===== config.mk =====
export PLATFORM = sky130hd
export DESIGN_NAME = mem_bus_if_flat
export DESIGN_NICKNAME = d
export VERILOG_FILES = /design/src/rtl/mem_bus_if_if.sv /design/src/rtl/mem_bus_if.sv /design/src/flat_wrapper.sv
export SDC_FILE = /design/constraint.sdc
export NUM_CORES = 1
export LEC_CHECK = 0
export ABC_AREA = 1
export CAP_MARGIN = 20
export CORE_MARGIN = 8
export CORE_UTILIZATION = 44
export DETAILED_ROUTE_END_ITERATION = 6
export PLACE_DENSITY = 0.8
export SETUP_SLACK_MARGIN = 0.15
export SYNTH_ARGS = -nofsm -noshare
export SYNTH_HDL_FRONTEND = slang
export SYNTH_SLANG_ARGS = --single-unit
export TNS_END_PERCENT = 5

===== constraint.sdc =====
create_clock -name clk -period 1.59 [get_ports clk]
set_input_delay 0.159 -clock clk [delete_from_list [all_inputs] [get_ports clk]]
set_output_delay 0.159 -clock clk [all_outputs]
set_load 0.01 [all_outputs]

===== src/rtl/mem_bus_if_if.sv =====
// Memory-side bus bundle between the controller bus unit (master) and data memory (slave).
interface mem_bus_if_if #(
    parameter int AW = 5,
    parameter int DW = 8
);
    logic [AW-1:0] mem_addr;
    logic          mem_req;
    logic          mem_we;
    logic [DW-1:0] mem_wdata;
    logic [DW-1:0] mem_rdata;
    logic          mem_ack;

    modport master (
        output mem_addr, mem_req, mem_we, mem_wdata,
        input  mem_rdata, mem_ack
    );

    modport slave (
        input  mem_addr, mem_req, mem_we, mem_wdata,
        output mem_rdata, mem_ack
    );
endinterface


===== src/rtl/mem_bus_if.sv =====
// Turns level-type rd/wr strobes into single req/ack memory transactions,
// latches read data and aborts transactions whose ack never arrives.
module mem_bus_if #(
    parameter int AW      = 5,
    parameter int DW      = 8,
    parameter int TIMEOUT = 15
) (
    input  logic          clk,
    input  logic          rst,
    input  logic          sel,
    input  logic          rd,
    input  logic          wr,
    input  logic          data_e,
    input  logic [AW-1:0] pc_addr,
    input  logic [AW-1:0] ir_addr,
    input  logic [DW-1:0] ac_data,
    input  logic          err_clr,
    output logic [DW-1:0] data_out,
    output logic          data_valid,
    output logic          busy,
    output logic          bus_err,
    output logic          proto_err,
    mem_bus_if_if.master  mem
);

    typedef enum logic [1:0] {IDLE, READ, WRITE} state_t;

    localparam logic [7:0] CNT_LAST = 8'(TIMEOUT - 1);

    state_t        state_reg, state_next;
    logic [7:0]    cnt_reg, cnt_next;
    logic [AW-1:0] addr_reg, addr_next;
    logic [DW-1:0] wdata_reg, wdata_next;
    logic [DW-1:0] data_reg, data_next;
    logic          dv_reg, dv_next;
    logic          bus_err_reg, bus_err_next;
    logic          proto_err_reg, proto_err_next;
    logic          rd_q_reg, wr_q_reg;

    logic          wr_en, rd_rise, wr_rise;
    logic [AW-1:0] addr_sel;

    assign wr_en    = wr & data_e;
    assign rd_rise  = rd & ~rd_q_reg;
    assign wr_rise  = wr_en & ~wr_q_reg;
    assign addr_sel = sel ? pc_addr : ir_addr;

    always_ff @(posedge clk or posedge rst) begin
        if (rst) begin
            state_reg     <= IDLE;
            cnt_reg       <= '0;
            addr_reg      <= '0;
            wdata_reg     <= '0;
            data_reg      <= '0;
            dv_reg        <= 1'b0;
            bus_err_reg   <= 1'b0;
            proto_err_reg <= 1'b0;
            rd_q_reg      <= 1'b0;
            wr_q_reg      <= 1'b0;
        end else begin
            state_reg     <= state_next;
            cnt_reg       <= cnt_next;
            addr_reg      <= addr_next;
            wdata_reg     <= wdata_next;
            data_reg      <= data_next;
            dv_reg        <= dv_next;
            bus_err_reg   <= bus_err_next;
            proto_err_reg <= proto_err_next;
            rd_q_reg      <= rd;
            wr_q_reg      <= wr_en;
        end
    end

    // Error flags clear on err_clr, but a fresh error on the same edge keeps them set.
    always_comb begin
        state_next     = state_reg;
        cnt_next       = cnt_reg;
        addr_next      = addr_reg;
        wdata_next     = wdata_reg;
        data_next      = data_reg;
        dv_next        = 1'b0;
        bus_err_next   = bus_err_reg & ~err_clr;
        proto_err_next = proto_err_reg & ~err_clr;

        case (state_reg)
            IDLE: begin
                cnt_next = '0;
                if (wr_rise) begin
                    state_next = WRITE;
                    addr_next  = addr_sel;
                    wdata_next = ac_data;
                    if (rd_rise)
                        proto_err_next = 1'b1;
                end else if (rd_rise) begin
                    state_next = READ;
                    addr_next  = addr_sel;
                end
            end
            READ, WRITE: begin
                if (rd_rise || wr_rise)
                    proto_err_next = 1'b1;
                // Ack is checked before the timeout so a last-moment ack still completes.
                if (mem.mem_ack) begin
                    state_next = IDLE;
                    cnt_next   = '0;
                    if (state_reg == READ) begin
                        data_next = mem.mem_rdata;
                        dv_next   = 1'b1;
                    end
                end else if (cnt_reg == CNT_LAST) begin
                    state_next   = IDLE;
                    cnt_next     = '0;
                    bus_err_next = 1'b1;
                end else begin
                    cnt_next = cnt_reg + 8'd1;
                end
            end
            default: begin
                state_next = IDLE;
                cnt_next   = '0;
            end
        endcase
    end

    assign busy          = (state_reg != IDLE);
    assign mem.mem_req   = (state_reg != IDLE);
    assign mem.mem_we    = (state_reg == WRITE);
    assign mem.mem_addr  = addr_reg;
    assign mem.mem_wdata = wdata_reg;
    assign data_out      = data_reg;
    assign data_valid    = dv_reg;
    assign bus_err       = bus_err_reg;
    assign proto_err     = proto_err_reg;

endmodule


===== src/flat_wrapper.sv =====
// flat-port wrapper written by rule: the top's interface ports become plain ports
module mem_bus_if_flat 
#(
    parameter int AW      = 5,
    parameter int DW      = 8,
    parameter int TIMEOUT = 15
)
  (clk, rst, sel, rd, wr, data_e, pc_addr, ir_addr, ac_data, err_clr, data_out, data_valid, busy, bus_err, proto_err, mem_mem_addr, mem_mem_req, mem_mem_we, mem_mem_wdata, mem_mem_rdata, mem_mem_ack);
  mem_bus_if_if #(.AW(AW), .DW(DW)) mem_i ();
  input  logic clk;
  input  logic rst;
  input  logic sel;
  input  logic rd;
  input  logic wr;
  input  logic data_e;
  input  logic [AW-1:0] pc_addr;
  input  logic [AW-1:0] ir_addr;
  input  logic [DW-1:0] ac_data;
  input  logic err_clr;
  output logic [DW-1:0] data_out;
  output logic data_valid;
  output logic busy;
  output logic bus_err;
  output logic proto_err;
  output wire logic [$bits(mem_i.mem_addr)-1:0] mem_mem_addr;
  output wire logic [$bits(mem_i.mem_req)-1:0] mem_mem_req;
  output wire logic [$bits(mem_i.mem_we)-1:0] mem_mem_we;
  output wire logic [$bits(mem_i.mem_wdata)-1:0] mem_mem_wdata;
  input wire logic [$bits(mem_i.mem_rdata)-1:0] mem_mem_rdata;
  input wire logic [$bits(mem_i.mem_ack)-1:0] mem_mem_ack;
  assign mem_mem_addr = mem_i.mem_addr;
  assign mem_mem_req = mem_i.mem_req;
  assign mem_mem_we = mem_i.mem_we;
  assign mem_mem_wdata = mem_i.mem_wdata;
  assign mem_i.mem_rdata = mem_mem_rdata;
  assign mem_i.mem_ack = mem_mem_ack;
  mem_bus_if #(.AW(AW), .DW(DW), .TIMEOUT(TIMEOUT)) u_core (.clk(clk), .rst(rst), .sel(sel), .rd(rd), .wr(wr), .data_e(data_e), .pc_addr(pc_addr), .ir_addr(ir_addr), .ac_data(ac_data), .err_clr(err_clr), .data_out(data_out), .data_valid(data_valid), .busy(busy), .bus_err(bus_err), .proto_err(proto_err), .mem(mem_i));
endmodule

# Word-level counts from Yosys, hierarchy flattened
# Cells that the tools add are included.
# totals
ff_bits	36
output_inout_bits	27
elab_cells	54
# classes
n_reduce_logical	9
bitwise_logic	8
muxes	21
add_sub_neg	1
eq_ne	5
# ops
operator	n
two-way mux 8 bit	3
two-way mux 5 bit	3
two-way mux 1 bit	9
adder 8 x 1 -> 8 bit, second input constant	1
== test 8 x 4 -> 1 bit, second input constant	1
two-way mux 2 bit	4
AND reduction 2 bit	3
bitwise AND 1 bit	5
one-hot mux 2 bit (2 select lines)	1
nonzero test 2 bit	2
!= test 3 x 1 -> 1 bit, second input constant	1
!= test 3 x 2 -> 1 bit, second input constant	1
NOT 1 bit	3
AND reduction 3 bit	1
== test 2 x 1 -> 1 bit, second input constant	1
== test 2 bit, second input constant	1
logical NOT 2 bit	1
one-hot mux 1 bit (2 select lines)	1
OR reduction 2 bit	1
logical OR 1 bit	1

# Logic depth before layout (Yosys ltp)
# logic_depth
word_depth	5
mapped_depth	8
depth_no_buf	8

# Worst setup path before layout
# Ideal clock, no wire load.
# synth_path
path_type	flip-flop to flip-flop
from	register u_core.state_reg[0]
to	register u_core.state_reg[1]
slack_ps	315
arrival_time_ps	1158
path_buffers	0
period_less_slack_ps	1275
t_required_ps	1473
stages_incl_launch_ff	8
cell_sequence	dfrtp_1 -> inv_1 -> ha_1 -> nand2_1 -> o21bai_4 -> nand2_2 -> nand2_1 -> nand2_1
# synth_via
elab_chain_cells	4
word_cells_on_any_way	8
cone_classes	4 x eq/ne; 1 x mux; 3 x reduce/logical
# synth_lines
element	line_no	text
from (decl)	mem_bus_if.sv:30	state_t state_reg, state_next;
from (signal assigned)	mem_bus_if.sv:61	state_reg <= state_next;
== test 2 bit / == test 2 x 1 -> 1 bit (equally long branches)	mem_bus_if.sv:85	case (state_reg)
OR reduction 2 bit	mem_bus_if.sv:85	
!= test 3 x 2 -> 1 bit (no source line)	n/a	
AND reduction 2 bit (no source line)	n/a	
# Parallel ways exist; a longest one is shown, timed or not.
# A chain may end at the register's enable or synchronous reset.

# Final worst setup path
# layout_path
from	register u_core.state_reg[0]
to	output port mem_mem_we
# layout_via
elab_chain_cells	1
# layout_lines
element	line_no	text
== test 2 bit	mem_bus_if.sv:127	assign mem.mem_we = (state_reg == WRITE);
to (decl)	flat_wrapper.sv:27	output wire logic [$bits(mem_i.mem_we)-1:0] mem_mem_we;
# Every way passes these cells.

==> impl_metrics.ini <==
[setup_path]
worstSetupEndpointType = output port
crit_arrival_ps = 1210
start_kind = flop
crit_family = flip-flops
cp_data_required_time_ps = 1430
path_class = reg2out
cpMaxStageDelayCell = dfrtp_1
path_cells = inv_1 > ha_1 > clkdlybuf4s15_1
slowest_delay_ps = 380
worst_r2r_endpoint = u_core.cnt_reg[6]
reg2reg_from = u_core.state_reg[1]
reg2reg_slack_ps = 260
crit_buf_inv = 2
r2r_cells = 5
critical_path.max_fanout = 2

[cells_and_area]
fin_nets = 312
seqCellArea_sq_um = 901
area_growth_pct = 45.9
fin_util_pct = 66.8
fin_area_sq_mm = 0.00246
multi_input_area_sq_um = 676
final_cell_count_no_fill = 321
fillerInstances = 310
drive_gt1_share_pct = 9.89
antennaDiodeCount = 0

[drt]
routed_wl_microns = 3930
ant_nets = 0
vias = 1457
drtPass1Iterations = 4
drt_iter0_drc = 91
viasPerCell = 4.54
drc = 0
routedWlPerCell_microns = 12.3

[sta]
fmax_ghz = 0.728
hold_viol = 0
finClkSkew_ps = 5.25
tightest_slew_ps = 447
finalSetupTns_ps = 0
setup_ws_ps = 216
period_needed_ps = 1370
rsz0062_at_grt = yes
setup_viol = 0
relSlewSlack_pct = 70.2
hold_ws_ps = 273
drv_slew = 0
period_share_pct = 86.4

[hold_path]
hold_class = in2async

[yosys]
synth-simple-area-share_pct = 27.8
synthTopCellsByArea = dfrtp_1, nand2_1, inv_1
yosysMostFrequentCell = nand2_1
synth_area_sq_mm = 0.00169
synth-compound-area-share_pct = 7.04
synth_area_leader_cell = dfrtp_1
muxShareOfSynthArea_pct = 0
synth.distinct_cells = 25
synth_adder_area_share_pct = 4.45
synth_top_family_by_area = simple AND/OR/NAND/NOR gates
synthXorXnorAreaFrac_pct = 0
synthCells = 203
synthTopCellsByCount = nand2_1, dfrtp_1, inv_1, nor2_1, o21ai_0
synth_seq_cells = 36
yosysSeqAreaShare_pct = 53.4
ys_warn_count = 0
async_flop_share_pct = 100
yosys_most_used_dff = dfrtp_1
postSynthAreaPerCell_sq_um = 8.31
synth_top_area_share_pct = 53.4
synth_enable_flop_cells = 0
synth.net_count = 243

[outcome]
outcome = completed

[grt]
grt_pass1_vias = 1458
grt_pass1_wl_microns = 6870
grt_max_degree = 37
track_usage_pct = 14.1
antenna_found_initial = 0
grt.overflow.total = 0

[placed_design]
place_inst = 312
io_buffers = 60
pre_cts_ws_ps = 48.8
gp_congestion = 0.783
dpl_cell_area_sq_mm = 0.00236
dp_hpwl_microns = 3030

[power]
p_per_area_mw_per_mm2 = 1530
peakVddDrop_mv = 1.05
p_total_mw = 3.78
power.leakage_nw = 1.23

[floorplanning]
dieArea_sq_mm = 0.00607
initial_utilization_pct = 45.8
die_height_microns = 77.9
core_area_sq_mm = 0.00369
row_count = 22
die_w_microns = 77.9
ios = 61

[cts]
cts_root_buffer = clkbuf_8
path_clk_slew_ps = 70
clock_latency_ps = 280
cts_tree = yes
cts-hold-fix-buffers = 0
h-tree-depth = 2
numClockSinks = 36
clock_path_buffers = 2
cts_made_buffers = 5

[flow_run]
drv_cap = 0
==> cell families (layout without fill, tap and decap cells) <==
logic type / count (synthesis) / in the layout
DFF: 36 / 36
buffers and inverters: 32 / 102
AOI/OAI and AO/OA: 18 / 18
and+or+nand+nor: 111 / 111
adders and majority gates: 6 / 6
==> cell type report <==
class	instances	area share, %
inverters	30	4.57
clock inverters	2	0.407
well taps	48	2.44
repair buffers	64	25.2
flip-flops and latches	36	36.6
clock buffers	6	3.35
multi-input cells	135	27.4
==> cell usage in the layout (no fill, tap or decap), types with 2 or more instances in the layout <==
cell / Yosys / layout
nand2_1: 79 / 79
clkdlybuf4s50_1: 0 / 57
dfrtp_1: 36 / 36
inv_1: 27 / 26
nor2_1: 12 / 12
o21ai_0: 11 / 11
nand3_1: 7 / 7
clkbuf_8: 0 / 6
ha_1: 6 / 5
buf_4: 1 / 4
nand2_2: 3 / 3
nor3_1: 3 / 3
nor2_2: 2 / 2
clkinv_1: 2 / 2
inv_2: 1 / 2
a21oi_1: 2 / 2
clkinv_2: 0 / 2
buf_2: 0 / 2
==> power breakdown <==
group	switching (mW)	internal, mW	leakage (nW)
Clock	0.316	0.345	0.0510
Combinational	0.827	0.890	0.717
Sequential	0.171	1.23	0.463
==> layer usage <==
layer  vias to the layer above  routed length, microns  track usage [%]
met5                         -                       0                0
met4                         0                      80             6.11
met3                         8                     251             5.88
met2                        29                    1900             22.4
met1                       663                    1700             16.5
li1                        757                       -                -
==> worst max-delay path by stage <==
| stage | slack [ps] | cells past startpoint | end | startpoint |
|---|---|---|---|---|
| after floorplan | 320 | 7 | u_core.state_reg[1] | u_core.state_reg[0] |
| after global placement | 100 | 4 | busy | u_core.state_reg[1] |
| after detailed placement | 50 | 4 | busy | u_core.state_reg[1] |
| after CTS | 180 | 3 | mem_mem_we | u_core.state_reg[0] |
| after global routing | 140 | 7 | u_core.state_reg[1] | u_core.cnt_reg[0] |
| final | 220 | 3 | mem_mem_we | u_core.state_reg[0] |
==> what timing repair did <==
action | CTS | global route
setup buffers | 0 | 1
gates resized for setup | 12 | 1
pin swaps | 0 | 1
setup endpoints to repair | 3 | 8
==> worst min-delay path, stage by stage <==
cell and delay (ps):
clkdlybuf4s50_1 390, inv_1 50, buf_4 390
No activity file was read; power rests on OpenSTA's default activity.
